[src/rtl/core_pkg.sv]
// Shared types and constants for the 5-stage RISC-V core.
package core_pkg;

  typedef enum logic [1:0] {
    FETCH,
    HOLD,
    DISCARD
  } fetch_state_t;

  typedef struct packed {
    logic [31:0] instr;
    logic [31:0] pc;
    logic        valid;
  } if_id_t;

  localparam logic [31:0] BUBBLE_INSTR = 32'h0000_0000;
  localparam logic [31:0] PC_STEP      = 32'd4;

  localparam int RS1_MSB = 19;
  localparam int RS1_LSB = 15;
  localparam int RS2_MSB = 24;
  localparam int RS2_LSB = 20;

  localparam if_id_t IF_ID_BUBBLE = '{
    instr: BUBBLE_INSTR,
    pc:    32'h0,
    valid: 1'b0
  };

  function automatic logic [4:0] rs1_of(input logic [31:0] instr);
    return instr[RS1_MSB:RS1_LSB];
  endfunction

  function automatic logic [4:0] rs2_of(input logic [31:0] instr);
    return instr[RS2_MSB:RS2_LSB];
  endfunction

endpackage

[src/rtl/hazard_detect.sv]
// Load-use hazard check between the load in ID/EX and the
// instruction waiting in IF/ID.
module hazard_detect
  import core_pkg::*;
(
  input  logic        ex_mem_read,
  input  logic [4:0]  ex_rd,
  input  logic [31:0] if_id_instr,
  input  logic        if_id_valid,
  output logic        load_use
);

  logic rd_nz;
  logic src_hit;

  assign rd_nz   = (ex_rd != 5'd0);
  assign src_hit = (ex_rd == rs1_of(if_id_instr))
                 | (ex_rd == rs2_of(if_id_instr));

  assign load_use = ex_mem_read & rd_nz
                  & if_id_valid & src_hit;

endmodule

[src/rtl/if_fetch_stage.sv]
// Instruction fetch FSM with IF/ID register, load-use stall
// and ID/EX flush generation.
module if_fetch_stage
  import core_pkg::*;
#(
  parameter logic [31:0] PC_RESET = 32'h0000_0000
) (
  input  logic        clock,
  input  logic        reset,
  output logic        imem_req,
  output logic [31:0] imem_addr,
  input  logic        imem_ready,
  input  logic [31:0] imem_rdata,
  input  logic        redirect,
  input  logic [31:0] redirect_pc,
  input  logic        ex_mem_read,
  input  logic [4:0]  ex_rd,
  output logic [31:0] if_id_instr,
  output logic [31:0] if_id_pc,
  output logic        if_id_valid,
  output logic        stall,
  output logic        id_flush
);

  fetch_state_t state_q, state_d;
  logic [31:0]  pc_q, pc_d;
  logic [31:0]  hold_q, hold_d;
  logic [31:0]  rbuf_q, rbuf_d;
  if_id_t       ifid_q, ifid_d;
  logic [31:0]  tgt;
  logic         load_use;

  assign if_id_instr = ifid_q.instr;
  assign if_id_pc    = ifid_q.pc;
  assign if_id_valid = ifid_q.valid;
  assign imem_addr   = pc_q;
  assign tgt         = {redirect_pc[31:2], 2'b00};

  hazard_detect u_hazard (
    .ex_mem_read (ex_mem_read),
    .ex_rd       (ex_rd),
    .if_id_instr (ifid_q.instr),
    .if_id_valid (ifid_q.valid),
    .load_use    (load_use)
  );

  assign stall    = load_use & ~redirect;
  assign id_flush = redirect | load_use | ~ifid_q.valid;

  always_comb begin
    state_d  = state_q;
    pc_d     = pc_q;
    hold_d   = hold_q;
    rbuf_d   = rbuf_q;
    ifid_d   = ifid_q;
    imem_req = 1'b1;
    unique case (state_q)
      FETCH: begin
        if (redirect) begin
          ifid_d = IF_ID_BUBBLE;
          if (imem_ready) begin
            pc_d = tgt;
          end else begin
            rbuf_d  = tgt;
            state_d = DISCARD;
          end
        end else if (imem_ready) begin
          pc_d = pc_q + PC_STEP;
          if (stall) begin
            hold_d  = imem_rdata;
            state_d = HOLD;
          end else begin
            ifid_d = '{imem_rdata, pc_q, 1'b1};
          end
        end else if (!stall) begin
          ifid_d = IF_ID_BUBBLE;
        end
      end
      HOLD: begin
        imem_req = 1'b0;
        if (redirect) begin
          ifid_d  = IF_ID_BUBBLE;
          hold_d  = BUBBLE_INSTR;
          pc_d    = tgt;
          state_d = FETCH;
        end else if (!stall) begin
          ifid_d  = '{hold_q, pc_q - PC_STEP, 1'b1};
          state_d = FETCH;
        end
      end
      DISCARD: begin
        // The in-flight response belongs to the old path; drop it.
        ifid_d = IF_ID_BUBBLE;
        if (redirect) rbuf_d = tgt;
        if (imem_ready) begin
          pc_d    = redirect ? tgt : rbuf_q;
          state_d = FETCH;
        end
      end
      default: state_d = FETCH;
    endcase
  end

  always_ff @(posedge clock or posedge reset) begin
    if (reset) begin
      state_q <= FETCH;
      pc_q    <= PC_RESET;
      hold_q  <= 32'h0;
      rbuf_q  <= 32'h0;
      ifid_q  <= IF_ID_BUBBLE;
    end else begin
      state_q <= state_d;
      pc_q    <= pc_d;
      hold_q  <= hold_d;
      rbuf_q  <= rbuf_d;
      ifid_q  <= ifid_d;
    end
  end

endmodule

[config.mk]
export PLATFORM = sky130hd
export DESIGN_NAME = if_fetch_stage
export DESIGN_NICKNAME = d
export VERILOG_FILES = /design/src/rtl/core_pkg.sv /design/src/rtl/hazard_detect.sv /design/src/rtl/if_fetch_stage.sv
export SDC_FILE = /design/constraint.sdc
export NUM_CORES = 1
export LEC_CHECK = 0
export ABC_CLOCK_PERIOD_IN_PS = 10100
export CAP_MARGIN = 20
export CORE_MARGIN = 2
export CORE_UTILIZATION = 34
export CTS_CLUSTER_DIAMETER = 80
export DETAILED_ROUTE_END_ITERATION = 16
export PLACE_DENSITY_LB_ADDON = 0.25
export SLEW_MARGIN = 25
export SYNTH_ARGS = -nofsm -noshare
export SYNTH_HDL_FRONTEND = slang
export SYNTH_SLANG_ARGS = --single-unit
export TNS_END_PERCENT = 10
[constraint.sdc]
create_clock -name clock -period 10.1 [get_ports clock]
set_input_delay 2.02 -clock clock [delete_from_list [all_inputs] [get_ports clock]]
set_output_delay 2.02 -clock clock [all_outputs]
set_load 0.02 [all_outputs]
# After elaboration in Yosys (flattened, before gate mapping)
# Cells that the tools add are included.
dict set report classes {
  n_eq_ne 16
  n_bitwise 9
  mux 31
  n_addsub 2
  reduce_logical 10
}
# op n
set ops {}
lappend ops {{$mux W65} 6}
lappend ops {{$mux W32} 12}
lappend ops {{$pmux W65 S3} 1}
lappend ops {{$pmux W32 S2} 2}
lappend ops {{$pmux W32 S3} 1}
lappend ops {{$add A32 B3 Y32 const B} 1}
lappend ops {{$sub A32 B3 Y32 const B} 1}
lappend ops {{$ne A3 B3 Y1 const B} 5}
lappend ops {{$mux W2} 7}
lappend ops {{$ne A2 B2 Y1 const B} 7}
lappend ops {{$eq A5 B5 Y1} 2}
lappend ops {{$reduce_and A5 Y1} 2}
lappend ops {{$pmux W2 S3} 1}
lappend ops {{$reduce_and A3 Y1} 2}
lappend ops {{$reduce_bool A5 Y1} 1}
lappend ops {{$and A1 B1 Y1} 4}
lappend ops {{$reduce_and A4 Y1} 1}
lappend ops {{$reduce_bool A2 Y1} 2}
lappend ops {{$or A1 B1 Y1} 3}
lappend ops {{$reduce_bool A3 Y1} 1}
lappend ops {{$eq A2 B1 Y1 const B} 1}
lappend ops {{$eq A2 B2 Y1 const B} 1}
lappend ops {{$logic_not A2 Y1} 1}
lappend ops {{$not A1 Y1} 2}
lappend ops {{$mux W1} 1}
dict set report totals {
  regBits 163
  inputBits 74
  wordCells 75
  out_inout_bits 100
}

# Longest topological paths before layout
# Gate-level depths: netlist of run 1.
dict set report depth {
  depth_word 9
  depth_mapped 10
  depth_no_buf 7
}

# Cells and area by module
# From an unflattened synthesis of run 1, not the netlist that was laid out.
dict set report hier_totals {
  cells_unflattened 978
  hier_area_um2 8917.3
}
# mod cells_each area_each_um2 n_inst seq_area_each_um2
set by_module_without_submodules {}
lappend by_module_without_submodules {if_fetch_stage 961 8784.7 1 4078.9}
lappend by_module_without_submodules {hazard_detect 17 132.6 1 0.0}

# Worst setup path before layout of run 1
# OpenSTA, ideal clock, no wires.
dict set report synth_path {
  path_type {input-to-output}
  from {input redirect}
  to {output stall}
  t_arrival_ns 3.569
  stages 6
  required_time_ns 8.080
  setup_slack_ns 4.511
  path_buffers 5
  path_cell_list {clkbuf_1 > clkbuf_1 > buf_2 > buf_1 > clkbuf_1 > nor2_1}
}
dict set report synth_via {
  elab_chain_len 2
}
# element line_no
set synth_lines {}
lappend synth_lines {{start, declared} if_fetch_stage.sv:14} ;# input logic redirect,
lappend synth_lines {{$not A1 Y1} if_fetch_stage.sv:47} ;# assign stall = load_use & ~redirect;
lappend synth_lines {{$and A1 B1 Y1} if_fetch_stage.sv:47}
lappend synth_lines {{end, declared} if_fetch_stage.sv:21} ;# output logic stall,
# Every way passes these cells.

# Final worst setup path of run 1
dict set report layout_path {
  from {input ex_rd[3]}
  to {output id_flush}
}
dict set report layout_via {
  elab_chain_len 6
  word_cells_on_any_way 9
  cone_classes {eq/ne (2); bitwise (6); reduce/logical (1)}
}
# element line_no
set layout_lines {}
lappend layout_lines {{start, declared} if_fetch_stage.sv:17} ;# input logic [4:0] ex_rd,
lappend layout_lines {{$reduce_bool A5 Y1} hazard_detect.sv:16} ;# assign rd_nz = (ex_rd != 5'd0);
lappend layout_lines {{$and A1 B1 Y1} hazard_detect.sv:20} ;# assign load_use = ex_mem_read & rd_nz
lappend layout_lines {{$and A1 B1 Y1} hazard_detect.sv:21} ;# & if_id_valid & src_hit;
lappend layout_lines {{$and A1 B1 Y1 (*)} hazard_detect.sv:21}
lappend layout_lines {{$or A1 B1 Y1 (*) (2 in series)} if_fetch_stage.sv:48} ;# assign id_flush = redirect | load_use | ~ifid_q.valid;
lappend layout_lines {{end, declared} if_fetch_stage.sv:22} ;# output logic id_flush
# Mark *: on every way between the ends. The rest lies on a longest branch, timed or not.

==> impl_metrics.ini, run 1 <==
[critical_path]
cpMaxStageDelayCell = clkdlybuf4s50_1
r2r_end = imem_addr[13]$_DFFE_PP0P_
required_ns = 8.08
cp.buffers_inverters = 2
ff2ff_setup_slack_ns = 6.91
path_depth = 6
cp-end-kind = output pin
startpoint = ex_rd[3]
max_stage_delay_ns = 0.56
crit_family = buffers and inverters
critPathArrivalTime_ns = 4.41
reg2reg_depth = 6
crit_type = in -> out
crit_chain = clkdlybuf4s50_1, or4_1, o211ai_1, or2_2, nand3_1, clkdlybuf4s50_1
r2r-start = state_q[1]$_DFFE_PP0P_
cp_common_cell = clkdlybuf4s50_1
crit_end = id_flush
start_kind = input port
crit_fanout = 6

[synth]
yosysTopAreaCell = dfrtp_1
synthTopCellsByCount = 163 x dfrtp_1, 119 x nand2_1, 95 x mux2_2
netlist_instances = 950
synth_edf_count = 0
synth_nets = 1030
synth.most_common_cell = dfrtp_1
ys.flop_type = dfrtp_1
avgSynthCellArea_um2 = 9.78
synth.distinct_cells = 66
synth-seq-cells = 163
syn_area_um2 = 9290
synthTopCellsByArea = dfrtp_1 44%, mux2_2 12%, mux2i_1 5.0%
synth_top_area_share_pct = 43.9
synthArstFlopShare_pct = 100
synth_warnings = 0
ys_seq_area_share_pct = 43.9

[die]
start_util_pct = 34.6
die_h_um = 169
die_area_um2 = 28700
io_pins = 174
core_um2 = 26900
fp.dieW_um = 169
num_rows = 60

[timing]
setup_viol = 0
worstMarginPinSlew_ns = 0.995
drv_slew = 0
final.setup_skew_ns = 0.0153
fin_crit_ns = 6.43
post-route-period-util_pct = 63.6
maxSlewHeadroom_pct = 33.1
rsz0062_at_grt = false
fmax_mhz = 156
finalSetupTns_ns = 0
final_hold_viol_count = 0

[power]
power_frac_seq_pct = 38.6
internal_power_mw = 1.59
clkPwrFrac_pct = 24.4
p_sw_share_pct = 41.4
switching_power_mw = 1.12
p_leak_nw = 4.94
power_mw = 2.71
vdd_drop_max_v = 0.000118
powerDensity_nw_per_um2 = 230
p_comb_share_pct = 37.0

[global_route]
met2_usage_pct = 30.5
grt_pass1_vias = 7828
grt_max_degree = 96
met3_usage_pct = 5.43
grt_usage_pct = 19.4
antenna_found_initial = 0
globalRoute.totalOverflow = 0
grt_pass1_wl_um = 44000
use_met1_pct = 26.4
busiest_layer = met2

[route]
wl_per_cell_um = 19.6
drc = 0
drtIter0Drc = 723
vias = 8161
ant_nets = 0
drtPass1Iterations = 5
drt_wl_total_um = 28000
routed_via_density = 5.73

[placement]
place_area_um2 = 11200
portBuffers = 171
gp_congestion = 0.842
place_hpwl_um = 18700

[clocking]
root_buffer = clkbuf_16
cts_buffer_depth = 2
clkTransAtPathRegs_ns = 0.08
ctsResizeCount = 0
cts_tree = done
hold_buffers = 0
clk_latency_ns = 0.44
post_cts_buffers = 0
htree_levels = 4
cts_buffers = 17
cts_num_sinks = 163

[finish]
final-seq-area_um2 = 4080
insertedDiodeCount = 0
multi_input_area_um2 = 4790
nets = 1151
fillers = 2573
drive_above_1_share_pct = 15.3
fin_area_um2 = 11800
syn_to_final_growth_pct = 27.2

[run_status]
outcome = completed

[hold_path]
holdCritPathClass = reg -> reg

[job]
max_cap_violations = 0
## routing by layer
layer	share of wire, %	vias to the layer above
met5	0	-
met4	1.5	0
met3	8.5	32
met2	47	337
met1	43	4026
li1	-	3766
## area by class of cell
| cell class | count | share of cell area (%) |
|---|---|---|
| clock buffers | 17 | 3.60 |
| clock inverters | 15 | 1.50 |
| inverters | 27 | 0.900 |
| multi-input cells | 677 | 40.5 |
| flip-flops and latches | 163 | 34.5 |
| well taps | 341 | 3.61 |
| repair buffers | 185 | 15.3 |
## power groups by stage
stage | Sequential [mW] | Combinational [mW] | Clock, mW
finish | 1.05 | 1.00 | 0.662
global route | 1.07 | 1.09 | 0.710
CTS | 1.04 | 1.00 | 0.681
detailed placement | 1.05 | 1.00 | 0
global placement | 1.05 | 0.986 | 0
floorplan | 1.03 | 0.600 | 0
## tightest hold or removal path, delay by kind of cell, from the launching register on
family,cells,cell delay (ns)
compound gates,1,0.07
flops,1,0.35
simple gates,1,0.04
## stage by stage
step                      hold slack, ns  instances  setup WS, ns  utilization [%]
final                              0.492       1425          3.67             44.0
after global routing               0.520       1425          3.55             44.0
after CTS                          0.492       1425          3.66             43.9
after detailed placement           0.474       1393          3.67             41.7
after global placement             0.464       1393          3.69             41.7
after floorplan                    0.449        950          3.68                -
## flip-flops by register name (all words and copies together) (netlist names)
signal,count
hold_q,32
if_id_instr,32
if_id_pc,32
if_id_valid,1
imem_addr,32
rbuf_q,32
state_q,2
## cells by family (layout without fill, tap and decap cells)
family                   after synthesis  count (layout)  share of synthesized area [%]
AND/OR/NAND/NOR                      289             289                           15.6
AO/OA/AOI/OAI                        228             228                           17.0
flip-flops                           163             163                           43.9
multiplexers                         142             142                           16.6
buffers and inverters                110             244                           4.94
XOR/XNOR                              12              12                           1.13
adder cells (fa/ha/maj)                6               6                          0.808
## worst min-delay path by stage
stage                            from                endpoint  slack (ns)  depth (start not counted)
2_1_floorplan  rbuf_q[30]$_DFFE_PP0P_  rbuf_q[30]$_DFFE_PP0P_        0.45                          2
3_3_place_gp   rbuf_q[30]$_DFFE_PP0P_  rbuf_q[30]$_DFFE_PP0P_        0.46                          2
3_5_place_dp   rbuf_q[30]$_DFFE_PP0P_  rbuf_q[30]$_DFFE_PP0P_        0.47                          2
4_1_cts        rbuf_q[30]$_DFFE_PP0P_  rbuf_q[30]$_DFFE_PP0P_        0.49                          2
5_1_grt        rbuf_q[16]$_DFFE_PP0P_  rbuf_q[16]$_DFFE_PP0P_        0.52                          1
6_report       rbuf_q[30]$_DFFE_PP0P_  rbuf_q[30]$_DFFE_PP0P_        0.49                          2
## cell usage in the layout (no fill, tap or decap), types with 5 or more instances in the layout
cell type,count
nor2_1,35
ha_1,6
nand4_1,16
xor2_1,11
o311ai_0,9
dfrtp_1,163
and3_1,11
o41ai_1,5
mux2_2,95
o2bb2ai_1,6
nand3_1,26
nand2b_1,5
a21oi_1,46
buf_4,14
a22o_1,34
o21ai_0,46
nor4_1,9
inv_1,24
nor3_1,21
nand2_1,119
clkdlybuf4s50_1,170
mux2i_1,46
clkbuf_16,17
a31oi_1,14
o211ai_1,12
o22ai_1,8
or4_1,10
a221oi_1,12
a222oi_1,9
o31ai_1,9
Power figures use the tool's default switching activity.
==> run 2: changes to the inputs <==
ABC_CLOCK_PERIOD_IN_PS = 6100   (was 10100)
clock period = 6.1 ns   (was 10.1 ns; I/O delays follow)
==> impl_metrics.ini, run 2 (same netlist as run 1, synthesis figures left out) <==
[clocking]
cts_tree = done
hold_buffers = 0
cts_num_sinks = 163
clk_latency_ns = 0.45
root_buffer = clkbuf_16
post_cts_buffers = 0
htree_levels = 4
ctsResizeCount = 0
cts_buffers = 17
cts_buffer_depth = 2
clkTransAtPathRegs_ns = 0.08

[route]
drc = 0
routed_via_density = 5.74
wl_per_cell_um = 20.1
drt_wl_total_um = 28700
drtIter0Drc = 841
ant_nets = 0
drtPass1Iterations = 5
vias = 8188

[placement]
gp_congestion = 0.833
place_hpwl_um = 18900
pre_cts_slack_ns = 1.32
portBuffers = 171

[power]
switching_power_mw = 1.88
p_comb_share_pct = 36.7
power_mw = 4.56
internal_power_mw = 2.68
power_frac_seq_pct = 37.9
vdd_drop_max_v = 0.000241
p_sw_share_pct = 41.2
clkPwrFrac_pct = 25.4
p_leak_nw = 4.97
powerDensity_nw_per_um2 = 384

[timing]
maxSlewHeadroom_pct = 31.2
fin_crit_ns = 4.75
setup_viol = 0
fmax_mhz = 210
worst_slack_ns = 1.35
final_hold_viol_count = 0
drv_slew = 0
rsz0062_at_grt = false
worstMarginPinSlew_ns = 1.02
final.setup_skew_ns = 0.0191
post-route-period-util_pct = 77.9
finalSetupTns_ns = 0

[critical_path]
startpoint = ex_rd[0]
cp-end-kind = output pin
required_ns = 4.88
ff2ff_setup_slack_ns = 2.88
critPathArrivalTime_ns = 3.53
crit_type = in -> out
start_kind = input port
r2r-start = state_q[1]$_DFFE_PP0P_
crit_fanout = 6

[finish]
syn_to_final_growth_pct = 27.8
fillers = 2618
most-common-layout-cells = 170 x clkdlybuf4s50_1, 163 x dfrtp_1, 119 x nand2_1
drive_above_1_share_pct = 15.4
insertedDiodeCount = 0
nets = 1152
final_common_cell = clkdlybuf4s50_1

[global_route]
grt_usage_pct = 20.2
grt_pass1_wl_um = 45600
globalRoute.totalOverflow = 0
grt_pass1_vias = 7986
grt_max_degree = 86
antenna_found_initial = 0

[die]
start_util_pct = 34.6
core_um2 = 26900
die_h_um = 169
num_rows = 60
die_area_um2 = 28700
fp.dieW_um = 169
io_pins = 174

[hold_path]
min-delay-start = rbuf_q[1]$_DFFE_PP0P_
holdCritPathClass = reg -> reg

[job]
max_cap_violations = 0

[run_status]
outcome = completed
run 2: cell count changes in the layout (fill, tap and decap cells not counted), sizes merged:
cell / change
bufinv: +1
clkinvlp: -1
buf: +1
run 2: final timing paths:
kind	depth (start not counted)	endpoint
setup / recovery	6	id_flush
setup reg to reg	6	imem_addr[3]$_DFFE_PP0P_
min in group asynchronous	2	hold_q[26]$_DFFE_PP0P_
hold reg to reg	1	rbuf_q[1]$_DFFE_PP0P_
hold / removal	1	rbuf_q[1]$_DFFE_PP0P_
max in group asynchronous	3	if_id_pc[16]$_DFFE_PP0P_
run 2: routing by layer:
layer	vias up	global-route usage (%)	part of all wire, %
met5	-	0	0
li1	3778	-	-
met4	0	5.05	1.2
met3	27	5.92	7.4
met1	4108	27.5	45
met2	275	31.8	47
run 2: power groups by stage:
stage                     registers (mW)  logic [mW]  clock network [mW]
after floorplan                     1.71       0.993                   0
after global placement              1.74        1.64                   0
after detailed placement            1.74        1.66                   0
after CTS                           1.72        1.67                1.18
after global routing                1.77        1.83                1.23
final                               1.73        1.67                1.16
run 2: worst max-delay path, cell delays in order:
cell	delay, ns
clkdlybuf4s50_1	0.46
or4_1	0.54
o211ai_1	0.47
or2_2	0.22
nand3_1	0.07
clkdlybuf4s50_1	0.55
run 2: metrics by stage:
step / util [%] / area (um^2) / hold slack, ns / cells
final: 44.2 / 11900 / 0.488 / 1426
after global routing: 44.2 / 11900 / 0.508 / 1426
after CTS: 44.2 / 11900 / 0.497 / 1426
after detailed placement: 41.8 / 11200 / 0.478 / 1394
after global placement: 41.8 / 11200 / 0.465 / 1394
after floorplan: - / 9290 / 0.449 / 950
run 2: area by class of cell:
type	count	area [um^2]	area share [%]
Clock inverter	15	208	1.75
Tap cell	341	427	3.59
Multi-Input combinational cell	677	4790	40.3
Sequential cell	163	4080	34.3
Inverter	27	106	0.895
Timing Repair Buffer	186	1840	15.5
Clock buffer	17	425	3.58
==> run 3: changes to the inputs <==
ABC_CLOCK_PERIOD_IN_PS = 4700   (was 6100)
clock period = 4.7 ns   (was 6.1 ns; I/O delays follow)
==> impl_metrics.ini, run 3 (same netlist as run 1, synthesis figures left out) <==
[clocking]
cts_tree = done
cts_buffers = 17
post_cts_buffers = 0
ctsResizeCount = 0
cts_num_sinks = 163
cts_buffer_depth = 2
htree_levels = 4
clk_latency_ns = 0.44
root_buffer = clkbuf_16
hold_buffers = 0
clkTransAtPathRegs_ns = 0.07

[global_route]
antenna_found_initial = 0
grt_pass1_vias = 8030
globalRoute.totalOverflow = 0
grt_max_degree = 164
grt_pass1_wl_um = 45100
grt_usage_pct = 19.9

[placement]
dp_cells = 1396
gp_congestion = 0.881
place_hpwl_um = 18600
portBuffers = 171

[critical_path]
crit_end = id_flush
start_kind = input port
startpoint = ex_rd[2]
crit_type = in -> out
r2r-start = imem_addr[4]$_DFFE_PP0P_
cp-end-kind = output pin
ff2ff_setup_slack_ns = 1.64
critPathArrivalTime_ns = 3.11
required_ns = 3.76
crit_fanout = 6
r2r_end = if_id_pc[31]$_DFFE_PP0P_
reg2reg_depth = 5

[timing]
drv_slew = 0
maxSlewHeadroom_pct = 38.9
rsz0062_at_grt = false
fmax_mhz = 247
setup_viol = 0
final.setup_skew_ns = 0.0183
fin_crit_ns = 4.05
finalSetupTns_ns = 0
post-route-period-util_pct = 86.1
worstMarginPinSlew_ns = 0.917
final_hold_viol_count = 0
whs_ns = 0.495

[route]
drc = 0
wl_per_cell_um = 19.7
routed_via_density = 5.73
drtPass1Iterations = 5
drtIter0Drc = 735
ant_nets = 0
drt_wl_total_um = 28200
vias = 8183

[finish]
syn_to_final_growth_pct = 27.3
nets = 1154
insertedDiodeCount = 0
drive_above_1_share_pct = 15.4
final_util_pct = 44.0
final_common_cell = clkdlybuf4s50_1
finalNonFillerCells = 1428
most-common-layout-cells = 170 x clkdlybuf4s50_1, 163 x dfrtp_1, 119 x nand2_1
fillers = 2628

[die]
die_area_um2 = 28700
num_rows = 60
fp.dieW_um = 169
start_util_pct = 34.6
die_h_um = 169
core_um2 = 26900
io_pins = 174

[hold_path]
holdPathStages = 1
holdCritPathClass = reg -> reg

[power]
power_mw = 5.80
powerDensity_nw_per_um2 = 491
p_leak_nw = 4.94
vdd_drop_max_v = 0.000184

[job]
max_cap_violations = 0

[run_status]
outcome = completed
run 3: cell count changes in the layout (fill, tap and decap cells not counted), sizes merged:
cell	change
clkinvlp	+4
clkinv	-3
buf	+2
bufinv	-1
run 3: layout make-up:
cell class,count,area [um^2],area share (%)
well taps,341,427,3.61
repair buffers,188,1860,15.7
clock buffers,17,425,3.60
multi-input cells,677,4770,40.4
flip-flops and latches,163,4080,34.5
clock inverters,15,155,1.31
inverters,27,105,0.889
run 3: worst min path at each step:
stage                           start                     end  slack (ns)
6_report        rbuf_q[1]$_DFFE_PP0P_   rbuf_q[1]$_DFFE_PP0P_        0.49
4_1_cts         rbuf_q[1]$_DFFE_PP0P_   rbuf_q[1]$_DFFE_PP0P_        0.50
5_1_grt         rbuf_q[0]$_DFFE_PP0P_   rbuf_q[0]$_DFFE_PP0P_        0.52
3_3_place_gp   rbuf_q[30]$_DFFE_PP0P_  rbuf_q[30]$_DFFE_PP0P_        0.47
2_1_floorplan  rbuf_q[30]$_DFFE_PP0P_  rbuf_q[30]$_DFFE_PP0P_        0.45
3_5_place_dp    rbuf_q[1]$_DFFE_PP0P_   rbuf_q[1]$_DFFE_PP0P_        0.48
run 3: stage by stage:
step                      cell area [um^2]  setup slack (ns)
after floorplan                       9290              1.27
after global placement               11200             0.697
after detailed placement             11200             0.631
after CTS                            11800             0.623
after global routing                 11800             0.550
final                                11800             0.655
run 3: critical path, cell delays in order:
cell and delay [ns]:
clkdlybuf4s50_1 0.47, xor2_1 0.19, nor3_1 0.19, a22oi_1 0.23, or2_2 0.37, nand3_1 0.09, clkdlybuf4s50_1 0.62
run 3: report_power, final:
group	switching (mW)	internal (mW)
clock network	0.693	0.711
registers	0.509	1.73
logic	1.19	0.966
total	2.39	3.41
run 3: layer usage:
metal | up-vias | part of all wire (%) | GRT usage (%)
met5 | - | 0 | 0
li1 | 3772 | - | -
met3 | 26 | 7.6 | 5.29
met4 | 0 | 1.4 | 5.43
met2 | 308 | 47 | 31.7
met1 | 4077 | 44 | 26.7
